<file path="config.mk">
export PLATFORM = sky130hd
export DESIGN_NAME = tone_synth
export DESIGN_NICKNAME = d
export VERILOG_FILES = /design/src/rtl/tone_synth.sv
export SDC_FILE = /design/constraint.sdc
export NUM_CORES = 1
export LEC_CHECK = 0
export ABC_AREA = 1
export BUFFER_PORTS_ARGS = -buffer_cell sky130_fd_sc_hd__clkbuf_2
export CORE_MARGIN = 2
export CORE_UTILIZATION = 50
export DETAILED_ROUTE_END_ITERATION = 8
export PLACE_DENSITY = 0.64
export SYNTH_ARGS = -nofsm -noshare
export SYNTH_HDL_FRONTEND = slang
export SYNTH_SLANG_ARGS = --single-unit
</file>
<file path="constraint.sdc">
create_clock -name clk_i -period 5 [get_ports clk_i]
set_input_delay 0.5 -clock clk_i [delete_from_list [all_inputs] [get_ports clk_i]]
set_output_delay 0.5 -clock clk_i [all_outputs]
set_load 0.01 [all_outputs]
</file>
<file path="src/rtl/tone_synth.sv">
// Phase-accumulator tone generator: waveform shaping, gated linear envelope
// and single-pin PWM output. Step changes are deferred to a phase wrap.
module tone_synth #(
    parameter int unsigned env_div_p = 256
) (
    input  logic        clk_i,
    input  logic        reset_i,
    input  logic [31:0] fstep_i,
    input  logic        fstep_valid_i,
    output logic        fstep_ready_o,
    input  logic [1:0]  wave_sel_i,
    input  logic        gate_i,
    output logic [7:0]  sample_o,
    output logic        pwm_o,
    output logic        wrap_o
);
    localparam int unsigned      DIV_W    = (env_div_p > 1) ? $clog2(env_div_p) : 1;
    localparam logic [DIV_W-1:0] DIV_LAST = DIV_W'(env_div_p - 1);

    typedef enum logic [1:0] {
        WAVE_SQUARE = 2'd0,
        WAVE_SAW    = 2'd1,
        WAVE_TRI    = 2'd2,
        WAVE_OFF    = 2'd3
    } wave_e;

    logic [31:0]      r_phase;
    logic [31:0]      r_active;
    logic [31:0]      r_pending;
    logic             r_pend_v;
    logic [7:0]       r_env;
    logic [DIV_W-1:0] r_div;
    logic [7:0]       r_pwm_cnt;
    logic [7:0]       r_sample;
    logic             r_pwm;
    logic             r_wrap;

    logic [32:0]      w_sum;
    logic             w_carry;
    logic             w_accept;
    logic             w_apply;
    logic             w_tick;
    logic [7:0]       w_p;
    logic [7:0]       w_wave;
    logic [7:0]       w_scaled;

    assign w_sum    = {1'b0, r_phase} + {1'b0, r_active};
    assign w_carry  = w_sum[32];
    assign w_accept = fstep_valid_i & ~r_pend_v;
    // An idle accumulator takes the new step straight away; a running one
    // waits for its carry so the waveform never jumps mid-period.
    assign w_apply  = r_pend_v & ((r_active == 32'd0) | w_carry);
    assign w_tick   = (r_div == DIV_LAST);
    assign w_p      = r_phase[31:24];

    always_comb begin
        w_wave = 8'd0;
        case (wave_e'(wave_sel_i))
            WAVE_SQUARE: w_wave = w_p[7] ? 8'hFF : 8'h00;
            WAVE_SAW:    w_wave = w_p;
            WAVE_TRI:    w_wave = w_p[7] ? ~{w_p[6:0], 1'b0} : {w_p[6:0], 1'b0};
            WAVE_OFF:    w_wave = 8'd0;
            default:     w_wave = 8'd0;
        endcase
    end

    assign w_scaled = 8'(({8'd0, w_wave} * {8'd0, r_env}) >> 8);

    always_ff @(posedge clk_i or posedge reset_i) begin
        if (reset_i) begin
            r_phase   <= 32'd0;
            r_active  <= 32'd0;
            r_pending <= 32'd0;
            r_pend_v  <= 1'b0;
            r_wrap    <= 1'b0;
        end else begin
            r_phase <= w_sum[31:0];
            r_wrap  <= w_carry;
            if (w_apply) begin
                r_active <= r_pending;
                r_pend_v <= 1'b0;
            end else if (w_accept) begin
                r_pending <= fstep_i;
                r_pend_v  <= 1'b1;
            end
        end
    end

    always_ff @(posedge clk_i or posedge reset_i) begin
        if (reset_i) begin
            r_div <= '0;
            r_env <= 8'd0;
        end else begin
            r_div <= w_tick ? '0 : r_div + DIV_W'(1);
            if (w_tick) begin
                if (gate_i && (r_env != 8'hFF))
                    r_env <= r_env + 8'd1;
                else if (!gate_i && (r_env != 8'h00))
                    r_env <= r_env - 8'd1;
            end
        end
    end

    always_ff @(posedge clk_i or posedge reset_i) begin
        if (reset_i) begin
            r_sample  <= 8'd0;
            r_pwm     <= 1'b0;
            r_pwm_cnt <= 8'd0;
        end else begin
            r_sample  <= w_scaled;
            r_pwm     <= (r_pwm_cnt < r_sample);
            r_pwm_cnt <= r_pwm_cnt + 8'd1;
        end
    end

    assign fstep_ready_o = ~r_pend_v;
    assign sample_o      = r_sample;
    assign pwm_o         = r_pwm;
    assign wrap_o        = r_wrap;
endmodule
</file>
==> impl_metrics.py, run 1 <==
metrics = {
    "floorplanning": {
        "rows": 50,
        "start_util_pct": 50.94,
        "dieWidth_um": 142.1,
        "design.die.area_sq_um": 20180,
        "core-area_sq_um": 18710,
        "ios": 49,
        "die_h_um": 142.1,
    },
    "route": {
        "antenna_left": 0,
        "drtIter0Drc": 363,
        "drtPass1Iterations": 5,
        "via_per_inst": 5.104,
        "drt-total-wl_mm": 20.16,
        "vias": 7483,
        "drc": 0,
        "wl_per_cell_um": 13.75,
    },
    "placement": {
        "hpwl_mm": 15.67,
        "gp_congestion": 0.9320,
        "portBuffers": 48,
        "place_area_sq_um": 9970,
    },
    "sta": {
        "period_share_pct": 93.36,
        "period_minus_slack_ns": 4.668,
        "fmax_mhz": 214.2,
        "worstMarginPinSlew_ns": 0.7761,
        "skew_ns": 0.006907,
        "hold_viol_final": 0,
        "drv_slew": 0,
        "rsz0062_at_grt": "no",
        "finalSetupViolCount": 0,
        "fin_setup_tns_ns": 0,
        "slew_headroom_pct": 48.26,
    },
    "status": {
        "status": "finished, final reports clean",
    },
    "global_routing": {
        "met2_usage_pct": 35.93,
        "grt_start_max_net_pins": 88,
        "grt_pass1_vias": 7321,
        "track_usage_pct": 21.54,
        "antenna_found_initial": 0,
        "met1_usage_pct": 29.07,
        "overflow": 0,
        "grt_pass1_wl_mm": 34.80,
        "use_met3_pct": 3.432,
        "top_usage_layer": "met2",
    },
    "cells_and_area": {
        "final_area_sq_um": 10560,
        "nets": 1375,
        "antenna_cells": 0,
        "n_fill_cell": 1723,
        "area_growth_syn_to_layout_pct": 10.85,
        "drive_gt1_share_pct": 14.45,
    },
    "power": {
        "ir_drop_mv": 0.3660,
        "p_per_area_nw_per_um2": 618.4,
        "power.leakage_nw": 5.660,
    },
    "setup_path": {
        "cp_data_arrival_time_ns": 4.99,
        "endpoint_kind": "flop",
        "required_ns": 5.32,
        "critPathMaxFanout": 7,
        "critPathLaunchType": "flop",
        "r2r_setup_slack_ns": 0.33,
        "path_class": "flop to flop",
    },
    "synthesis": {
        "synth_top_cell_area_share_pct": 34.40,
        "async_reset_ff_share_pct": 100.0,
        "syn-cell-area_sq_um": 9529,
        "synth_seq_cells": 131,
        "synthCells": 1164,
        "synth_common_cells": "263 x nand2_1, 154 x inv_1, 138 x nor2_1, 131 x dfrtp_1, 82 x nand3_1",
        "syn-mean-instance-area_sq_um": 8.187,
        "synth_warnings": 0,
        "yosysSeqAreaShare_pct": 34.40,
        "synth_area_leaders": "dfrtp_1 34%, ha_1 11%, nand2_1 10%",
        "yosys.cell_types.count": 45,
        "yosys.area.top_type": "dfrtp_1",
        "synth_fp_nets": 1319,
        "synth_edf_count": 0,
        "synth_ff_type": "dfrtp_1",
        "yosysMostFrequentCell": "nand2_1",
    },
    "clock_tree": {
        "cts-hold-fix-buffers": 0,
        "cts-htree-levels": 4,
        "cts_tree": "built",
        "cts_num_sinks": 131,
        "cts_root_buf": "clkbuf_16",
        "cts_inserted_buffers": 17,
        "post_cts_buffers": 0,
        "worstSkewPairLatency_ns": 0.42,
        "clkTransAtPathRegs_ns": 0.06,
        "cts_resized": 0,
        "cts_max_path_buffers": 2,
    },
    "worst_hold_path": {
        "hold_path_class": "primary input to async pin",
    },
    "job": {
        "maxCapViolations": 0,
    },
}
cells by family (layout without fill, tap and decap cells):
logic type,Yosys count,after routing,synth area share [%]
mux,32,32,3.782
simple gates,557,557,25.46
xor+xnor,38,38,3.493
compound gates,115,115,6.946
fa+ha+maj,117,117,18.28
buf+inv,174,242,7.642
flops,131,131,34.40
where the power goes:
| part | total (mW) | internal, mW | switching [mW] |
|---|---|---|---|
| clock network | 1.25 | 0.741 | 0.505 |
| logic | 3.50 | 1.30 | 2.20 |
| registers | 1.79 | 1.50 | 0.287 |
worst max-delay path: stages, from the launching register on:
cell     delay [ns]
dfrtp_2        0.44
buf_4          0.16
or2_2          0.28
nand3_1        0.06
a31oi_1        0.10
inv_2          0.14
nor2_1         0.08
fa_1           0.51
fa_1           0.52
fa_1           0.54
inv_1          0.05
fa_1           0.53
inv_1          0.04
ha_1           0.35
nand2_1        0.11
o21ai_0        0.34
a21oi_1        0.14
nand3_1        0.11
nand2_1        0.05
cells in the final DEF (no fill, tap or decap), types with 3 or more instances in the layout:
cell and instances:
a21o_1 6, inv_6 5, or2_2 4, clkbuf_16 17, and2_1 3, xor2_1 23, a31oi_1 5, a21oi_1 51
inv_2 3, dfrtp_1 130, ha_1 80, a21oi_2 5, mux2_2 32, fa_1 37, nand4_1 10, nor2_1 138
o21bai_1 7, buf_4 5, nand2_1 263, nand2_2 36, clkbuf_2 48, nand3_1 82, nor2_2 4, clkinv_4 4
nor3_1 5, inv_1 152, xnor2_1 15, o21ai_0 30
layout make-up:
class	count	area, sq um	share of cell area, %
multi-input combinational	859	5534	52.39
inverter	158	598.1	5.662
tap	234	292.8	2.772
timing repair buffer	53	277.8	2.630
sequential	131	3279	31.05
clock inverter	13	151.4	1.433
clock buffer	18	429.2	4.063
per-stage QoR:
stage | utilization [%] | setup WS (ns) | std cells | hold slack (ns) | total power, mW
final | 56.47 | 0.3320 | 1466 | 0.2081 | 6.531
after global routing | 56.47 | 0.04374 | 1466 | 0.2946 | 7.165
after CTS | 56.40 | 0.2722 | 1466 | 0.2550 | 6.561
after detailed placement | 53.30 | 0.1210 | 1435 | 0.4594 | 5.285
after global placement | 53.30 | 0.2281 | 1435 | 0.4566 | 5.233
after floorplan | - | 0.4378 | 1164 | 0.4331 | 4.574
sequential cells by signal (all words and copies together), names as in the netlist:
| name | flops |
|---|---|
| wrap_o | 1 |
| r_env | 8 |
| r_phase | 32 |
| sample_o | 8 |
| r_pwm_cnt | 8 |
| pwm_o | 1 |
| r_active | 32 |
| r_div | 8 |
| r_pend_v | 1 |
| r_pending | 32 |
worst paths after layout:
check,start,endpoint,cells after the start
setup / recovery,r_phase[31],sample_o[7],18
hold / removal,reset_i,r_pwm_cnt[5],2
setup reg to reg,r_phase[31],sample_o[7],18
hold reg to reg,r_pwm_cnt[0],r_pwm_cnt[0],1
max in group asynchronous,reset_i,r_phase[31],3
min in group clk_i,fstep_i[16],r_pending[16],2
metal layers:
layer / part of all wire, % / wire [um]
met5: 0 / 0
met4: 1.5 / 297
met3: 2.8 / 569
met2: 48 / 9646
met1: 48 / 9649
Note: power is estimated with default switching activity, not from simulation.
==> run 2: changes to the inputs <==
--- a/config.mk
+++ b/config.mk
@@ -10,6 +10,7 @@
 export CORE_MARGIN = 2
 export CORE_UTILIZATION = 50
 export DETAILED_ROUTE_END_ITERATION = 8
+export MAX_ROUTING_LAYER = met4
 export PLACE_DENSITY = 0.64
 export SYNTH_ARGS = -nofsm -noshare
 export SYNTH_HDL_FRONTEND = slang
==> run 2 against run 1 <==
Against the previous run: power is 0.25% lower; first-iteration DRC count is 30% higher; combinational power hardly changed; hold slack worse by 0.044 ns; clock-buffer cell count stayed put; clock skew is 0.0079 ns higher; final cell count hardly changed; core utilization is 0.067 points lower; sequential share of layout area hardly changed; design area is 0.12% lower; critical endpoint unchanged; highest routed layer unchanged.
==> impl_metrics.py, run 2 (synthesis gave the netlist of run 1 again) <==
metrics = {
    "clock_tree": {
        "cts_max_path_buffers": 2,
        "cts_tree": "built",
        "clkTransAtPathRegs_ns": 0.06,
        "post_cts_buffers": 0,
        "cts_inserted_buffers": 17,
        "worstSkewPairLatency_ns": 0.43,
        "cts_root_buf": "clkbuf_16",
        "cts-htree-levels": 4,
        "cts_num_sinks": 131,
    },
    "setup_path": {
        "endpoint_kind": "flop",
        "required_ns": 5.32,
        "cp_data_arrival_time_ns": 4.98,
        "critPathLaunchType": "flop",
        "path_class": "flop to flop",
        "critPathMaxFanout": 7,
        "rr_worst_depth": 19,
    },
    "route": {
        "antenna_left": 0,
        "wl_per_cell_um": 13.84,
        "drt-total-wl_mm": 20.31,
        "drtIter0Drc": 471,
        "via_per_inst": 5.112,
        "vias": 7499,
        "drc": 0,
        "drtPass1Iterations": 5,
    },
    "sta": {
        "worstMarginPinSlew_ns": 0.7133,
        "fin_setup_tns_ns": 0,
        "finalWorstSetupSlack_ns": 0.3374,
        "slew_headroom_pct": 52.45,
        "skew_ns": 0.01485,
        "rsz0062_at_grt": "no",
        "hold_viol_final": 0,
        "period_minus_slack_ns": 4.663,
        "finalSetupViolCount": 0,
        "drv_slew": 0,
        "fmax_mhz": 214.5,
        "period_share_pct": 93.25,
    },
    "cells_and_area": {
        "drive_gt1_share_pct": 14.52,
        "multiInputGateArea_sq_um": 5533,
        "area_growth_syn_to_layout_pct": 10.71,
        "nets": 1375,
        "instances_no_fill": 1467,
        "antenna_cells": 0,
        "top_regs": "r_active (32), r_pending (32), r_phase (32)",
        "layout_common_cells": "263 x nand2_1, 151 x inv_1, 138 x nor2_1",
        "layout_commonest_cell": "nand2_1",
        "n_fill_cell": 1729,
        "final-seq-area_sq_um": 3279,
    },
    "power": {
        "ir_drop_mv": 0.4176,
        "power.leakage_nw": 5.640,
        "p_per_area_nw_per_um2": 617.5,
    },
    "floorplanning": {
        "dieWidth_um": 142.1,
        "die_h_um": 142.1,
        "start_util_pct": 50.94,
        "core-area_sq_um": 18710,
        "ios": 49,
        "rows": 50,
        "design.die.area_sq_um": 20180,
    },
    "worst_hold_path": {
        "hold_path_class": "primary input to async pin",
    },
    "global_routing": {
        "antenna_found_initial": 0,
        "grt_start_max_net_pins": 77,
        "track_usage_pct": 22.23,
        "grt_pass1_vias": 7467,
        "grt_pass1_wl_mm": 35.08,
        "overflow": 0,
    },
    "placement": {
        "dpl_worst_slack_ns": 0.1029,
        "placed_cells": 1435,
        "gp_congestion": 0.9453,
        "portBuffers": 48,
        "hpwl_mm": 15.57,
    },
    "status": {
        "status": "finished, final reports clean",
    },
    "job": {
        "maxCapViolations": 0,
    },
}
## run 2: repair_timing
action	in CTS	in global routing
resized for setup	0	5
hold endpoints to repair	0	0
endpoints found under the setup margin	0	5
hold buffers	0	0
## run 2: cell type report
| cell class | instances | share of cell area [%] |
|---|---|---|
| Sequential cell | 131 | 31.08 |
| Multi-Input combinational cell | 859 | 52.44 |
| Clock inverter | 14 | 1.328 |
| Clock buffer | 18 | 4.068 |
| Inverter | 158 | 5.669 |
| Tap cell | 234 | 2.775 |
| Timing Repair Buffer | 53 | 2.633 |
## run 2: worst max-delay path, cell delays in order (launching register included)
cell and delay (ns):
dfrtp_2 0.44, buf_4 0.16, or2_2 0.28, nand3_1 0.08, a31oi_2 0.10, inv_2 0.14
nor2_1 0.07, fa_1 0.49, fa_1 0.53, fa_1 0.55, inv_1 0.06, fa_1 0.53
inv_1 0.04, ha_1 0.34, a21oi_1 0.19, o21ai_0 0.15, a21oi_1 0.22, nand2_1 0.08
nand2_1 0.06, nand2_1 0.04
## run 2: stage by stage
stage,cell area [sq um],utilization [%],hold WS [ns],total power [mW]
finish,10550,56.40,0.1640,6.515
global route,10550,56.40,0.2201,7.150
floorplan,9529,-,0.4331,4.574
CTS,10540,56.34,0.2028,6.550
detailed placement,9970,53.30,0.4710,5.292
global placement,9970,53.30,0.4551,5.234
## run 2: path summary, 6_finish.rpt
kind	from	end	slack, ns
worst max-delay path	r_phase[31]	sample_o[7]	0.34
worst min-delay path	reset_i	r_phase[1]	0.16
worst max register to register	r_phase[31]	sample_o[7]	0.34
worst min register to register	r_phase[0]	r_phase[0]	0.48
max in group asynchronous	reset_i	r_phase[31]	3.61
min in group clk_i	fstep_i[7]	r_pending[7]	0.30
## run 2: power breakdown
group / switching [mW] / leakage [nW] / internal, mW
logic: 2.20 / 3.77 / 1.29
registers: 0.289 / 1.60 / 1.50
clock network: 0.530 / 0.269 / 0.699
## run 2: metal layers
metal	track usage, %	vias to the layer above	part of all wire [%]	routed length (um)
met2	34.83	124	47	9612
met1	29.45	3515	47	9630
li1	-	3832	-	-
met5	-	-	0	0
met3	3.937	28	3.3	662
met4	7.368	0	2.0	403
==> run 3: changes to the inputs <==
--- a/config.mk
+++ b/config.mk
@@ -5,7 +5,6 @@
 export SDC_FILE = /design/constraint.sdc
 export NUM_CORES = 1
 export LEC_CHECK = 0
-export ABC_AREA = 1
 export BUFFER_PORTS_ARGS = -buffer_cell sky130_fd_sc_hd__clkbuf_2
 export CORE_MARGIN = 2
 export CORE_UTILIZATION = 50
==> run 3 against run 2 <==
Against the previous run: core utilization grew 0.48 points; critical path depth fell by 2; highest routed layer unchanged; die area shrank 0.11%; clock power is 3% lower; combinational power up 11%; setup slack lost 0.12 ns; critical path type unchanged; synthesized cell count fell by 16%; register-to-register slack worse by 0.12 ns.
==> impl_metrics.py, run 3 <==
metrics = {
    "route": {
        "wl_per_cell_um": 15.91,
        "drt-total-wl_mm": 20.15,
        "drc": 0,
        "antenna_left": 0,
        "via_per_inst": 5.702,
        "vias": 7224,
        "drtPass1Iterations": 5,
        "drtIter0Drc": 551,
    },
    "clock_tree": {
        "cts_tree": "built",
        "cts_num_sinks": 131,
        "clkTransAtPathRegs_ns": 0.06,
        "cts_inserted_buffers": 17,
        "worstSkewPairLatency_ns": 0.41,
        "cts_max_path_buffers": 2,
        "cts_root_buf": "clkbuf_16",
        "cts-htree-levels": 4,
    },
    "setup_path": {
        "crit_slowest_cell": "fa_1",
        "cp_common_cell": "fa_1",
        "endpoint_kind": "flop",
        "critPathMaxFanout": 10,
        "rr_worst_depth": 17,
        "required_ns": 5.33,
        "cp_data_arrival_time_ns": 5.11,
        "critPathLaunchType": "flop",
        "max_stage_delay_ns": 0.54,
        "critPathBufInv": 2,
        "critical-path-top-delay-family": "adder cells",
        "r2r_setup_slack_ns": 0.22,
        "reg2reg_to": "sample_o[6]",
        "worstReg2RegStart": "r_phase[31]",
        "path_class": "flop to flop",
        "crit_chain": "nor2b_1, a221oi_2, and2b_1, fa_1, fa_1, inv_1, fa_1, inv_1, fa_1, ha_1, o21a_1, o21ai_0, a21oi_2, o211ai_2, nand3b_1, a21oi_1, xnor2_1",
    },
    "cells_and_area": {
        "area_growth_syn_to_layout_pct": 11.79,
        "final-seq-area_sq_um": 3279,
        "n_fill_cell": 1632,
        "final_area_sq_um": 10640,
        "top_regs": "r_active (32), r_pending (32), r_phase (32)",
        "layout_common_cells": "130 x dfrtp_1, 102 x nor2_1, 80 x ha_1",
        "antenna_cells": 0,
        "layout_commonest_cell": "dfrtp_1",
        "multiInputGateArea_sq_um": 5803,
        "drive_gt1_share_pct": 18.10,
        "nets": 1175,
    },
    "global_routing": {
        "met1_usage_pct": 28.58,
        "grt_pass1_vias": 7138,
        "overflow": 0,
        "top_usage_layer": "met2",
        "grt_pass1_wl_mm": 34.36,
        "use_met3_pct": 3.634,
        "antenna_found_initial": 0,
        "met2_usage_pct": 34.72,
        "track_usage_pct": 21.58,
        "grt_start_max_net_pins": 86,
    },
    "placement": {
        "hpwl_mm": 14.48,
        "gp_congestion": 0.8479,
        "portBuffers": 48,
        "place_area_sq_um": 10060,
    },
    "floorplanning": {
        "design.die.area_sq_um": 20160,
        "dieWidth_um": 142.0,
        "core-area_sq_um": 18710,
        "start_util_pct": 50.88,
        "die_h_um": 142.0,
        "ios": 49,
        "rows": 50,
    },
    "synthesis": {
        "synth_top_cell_area_share_pct": 34.44,
        "syn-cell-area_sq_um": 9518,
        "synth_fp_nets": 1127,
        "synth_seq_cells": 131,
        "synth_common_cells": "131 x dfrtp_1, 102 x nor2_1, 80 x ha_1, 66 x nand2_1, 63 x inv_1",
        "synthCells": 972,
        "syn-mean-instance-area_sq_um": 9.792,
        "yosysMostFrequentCell": "dfrtp_1",
        "yosys.cell_types.count": 61,
        "synth_edf_count": 0,
        "yosys.area.top_type": "dfrtp_1",
        "async_reset_ff_share_pct": 100.0,
        "synth_warnings": 0,
        "synth_ff_type": "dfrtp_1",
        "synth_area_leaders": "dfrtp_1 34%, ha_1 11%, fa_1 7.8%",
        "yosysSeqAreaShare_pct": 34.44,
    },
    "sta": {
        "fin_setup_tns_ns": 0,
        "worstMarginPinSlew_ns": 0.9449,
        "drv_slew": 0,
        "holdWs_ns": 0.2148,
        "skew_ns": 0.009561,
        "finalSetupViolCount": 0,
        "slew_headroom_pct": 36.87,
        "period_share_pct": 95.66,
        "hold_viol_final": 0,
        "period_minus_slack_ns": 4.783,
        "fmax_mhz": 209.1,
    },
    "power": {
        "swShare_pct": 44.08,
        "p_clk_share_pct": 17.0,
        "p_sw_mw": 3.093,
        "ir_drop_mv": 0.4453,
        "combPwrFrac_pct": 55.6,
        "p_per_area_nw_per_um2": 659.4,
        "power.leakage_nw": 4.941,
        "power_frac_seq_pct": 27.4,
        "intPower_mw": 3.923,
    },
    "worst_hold_path": {
        "hold_path_class": "primary input to async pin",
    },
    "job": {
        "maxCapViolations": 0,
    },
    "status": {
        "status": "finished, final reports clean",
    },
}
run 3: cell count changes in the layout (fill, tap and decap cells not counted), sizes merged, moves of 24 or more:
cell	before	now
inv	164	68
nand2	302	66
buf	5	29
nor2b	0	43
nand3	84	10
o211ai	1	67
a211oi	1	35
nor2	143	102
run 3: final cells by class:
class	count	area share, %
Multi-Input combinational cell	730	54.54
Sequential cell	131	30.82
Timing Repair Buffer	77	4.304
Clock buffer	18	4.127
Tap cell	234	2.752
Inverter	63	2.270
Clock inverter	14	1.188
run 3: how the worst max path moves through the flow:
stage	startpoint	slack, ns	to	depth (start not counted)
6_report	r_phase[31]	0.22	sample_o[6]	17
3_5_place_dp	wave_sel_i[0]	-0.12	sample_o[7]	19
2_1_floorplan	wave_sel_i[0]	0.05	sample_o[7]	17
4_1_cts	r_phase[31]	0.07	sample_o[7]	16
3_3_place_gp	wave_sel_i[0]	-0.07	sample_o[7]	19
5_1_grt	r_phase[31]	-0.008	sample_o[7]	15
run 3: power groups by stage:
stage	clock [mW]	combinational (mW)	sequential, mW
3_5_place_dp	0	3.87	1.93
5_1_grt	1.27	4.35	1.98
2_1_floorplan	0	3.20	1.76
3_3_place_gp	0	3.80	1.92
6_report	1.19	3.90	1.92
4_1_cts	1.22	3.89	1.92
run 3: logic make-up (layout without fill, tap and decap cells):
family | Yosys count | in the layout | synth area share, %
XOR/XNOR | 57 | 57 | 5.245
buffers and inverters | 111 | 172 | 4.864
flip-flops | 131 | 131 | 34.44
multiplexers | 33 | 33 | 3.904
adder cells (fa/ha/maj) | 117 | 117 | 18.30
AND/OR/NAND/NOR | 292 | 292 | 14.68
AO/OA/AOI/OAI | 231 | 231 | 18.56
run 3: per-layer routing:
metal | vias up | wire length, um
met4 | 0 | 326
met5 | - | 0
met2 | 149 | 9673
met1 | 3529 | 9564
li1 | 3524 | -
met3 | 22 | 590
run 3: what timing repair did:
item,in CTS,in global routing
buffers inserted,0,1
hold buffers,0,0
resized for setup,0,2
endpoints found under the setup margin,0,5
run 3: worst reg2reg max path: stages, from the launching register on:
cell and delay, ns:
dfrtp_2 0.49, nor2b_1 0.18, a221oi_2 0.40, and2b_1 0.25, fa_1 0.44, fa_1 0.54, inv_1 0.05, fa_1 0.47
inv_1 0.05, fa_1 0.47, ha_1 0.30, o21a_1 0.10, o21ai_0 0.18, a21oi_2 0.07, o211ai_2 0.20, nand3b_1 0.14
a21oi_1 0.23, xnor2_1 0.14
run 3: metrics by stage:
stage	util [%]	std cells	worst slack [ns]	power, mW
4_1_cts	56.80	1266	0.07044	7.029
6_report	56.88	1267	0.2171	7.016
3_5_place_dp	53.77	1234	-0.1216	5.799
3_3_place_gp	53.77	1234	-0.06873	5.724
5_1_grt	56.88	1267	-0.008411	7.590
2_1_floorplan	-	972	0.05052	4.962
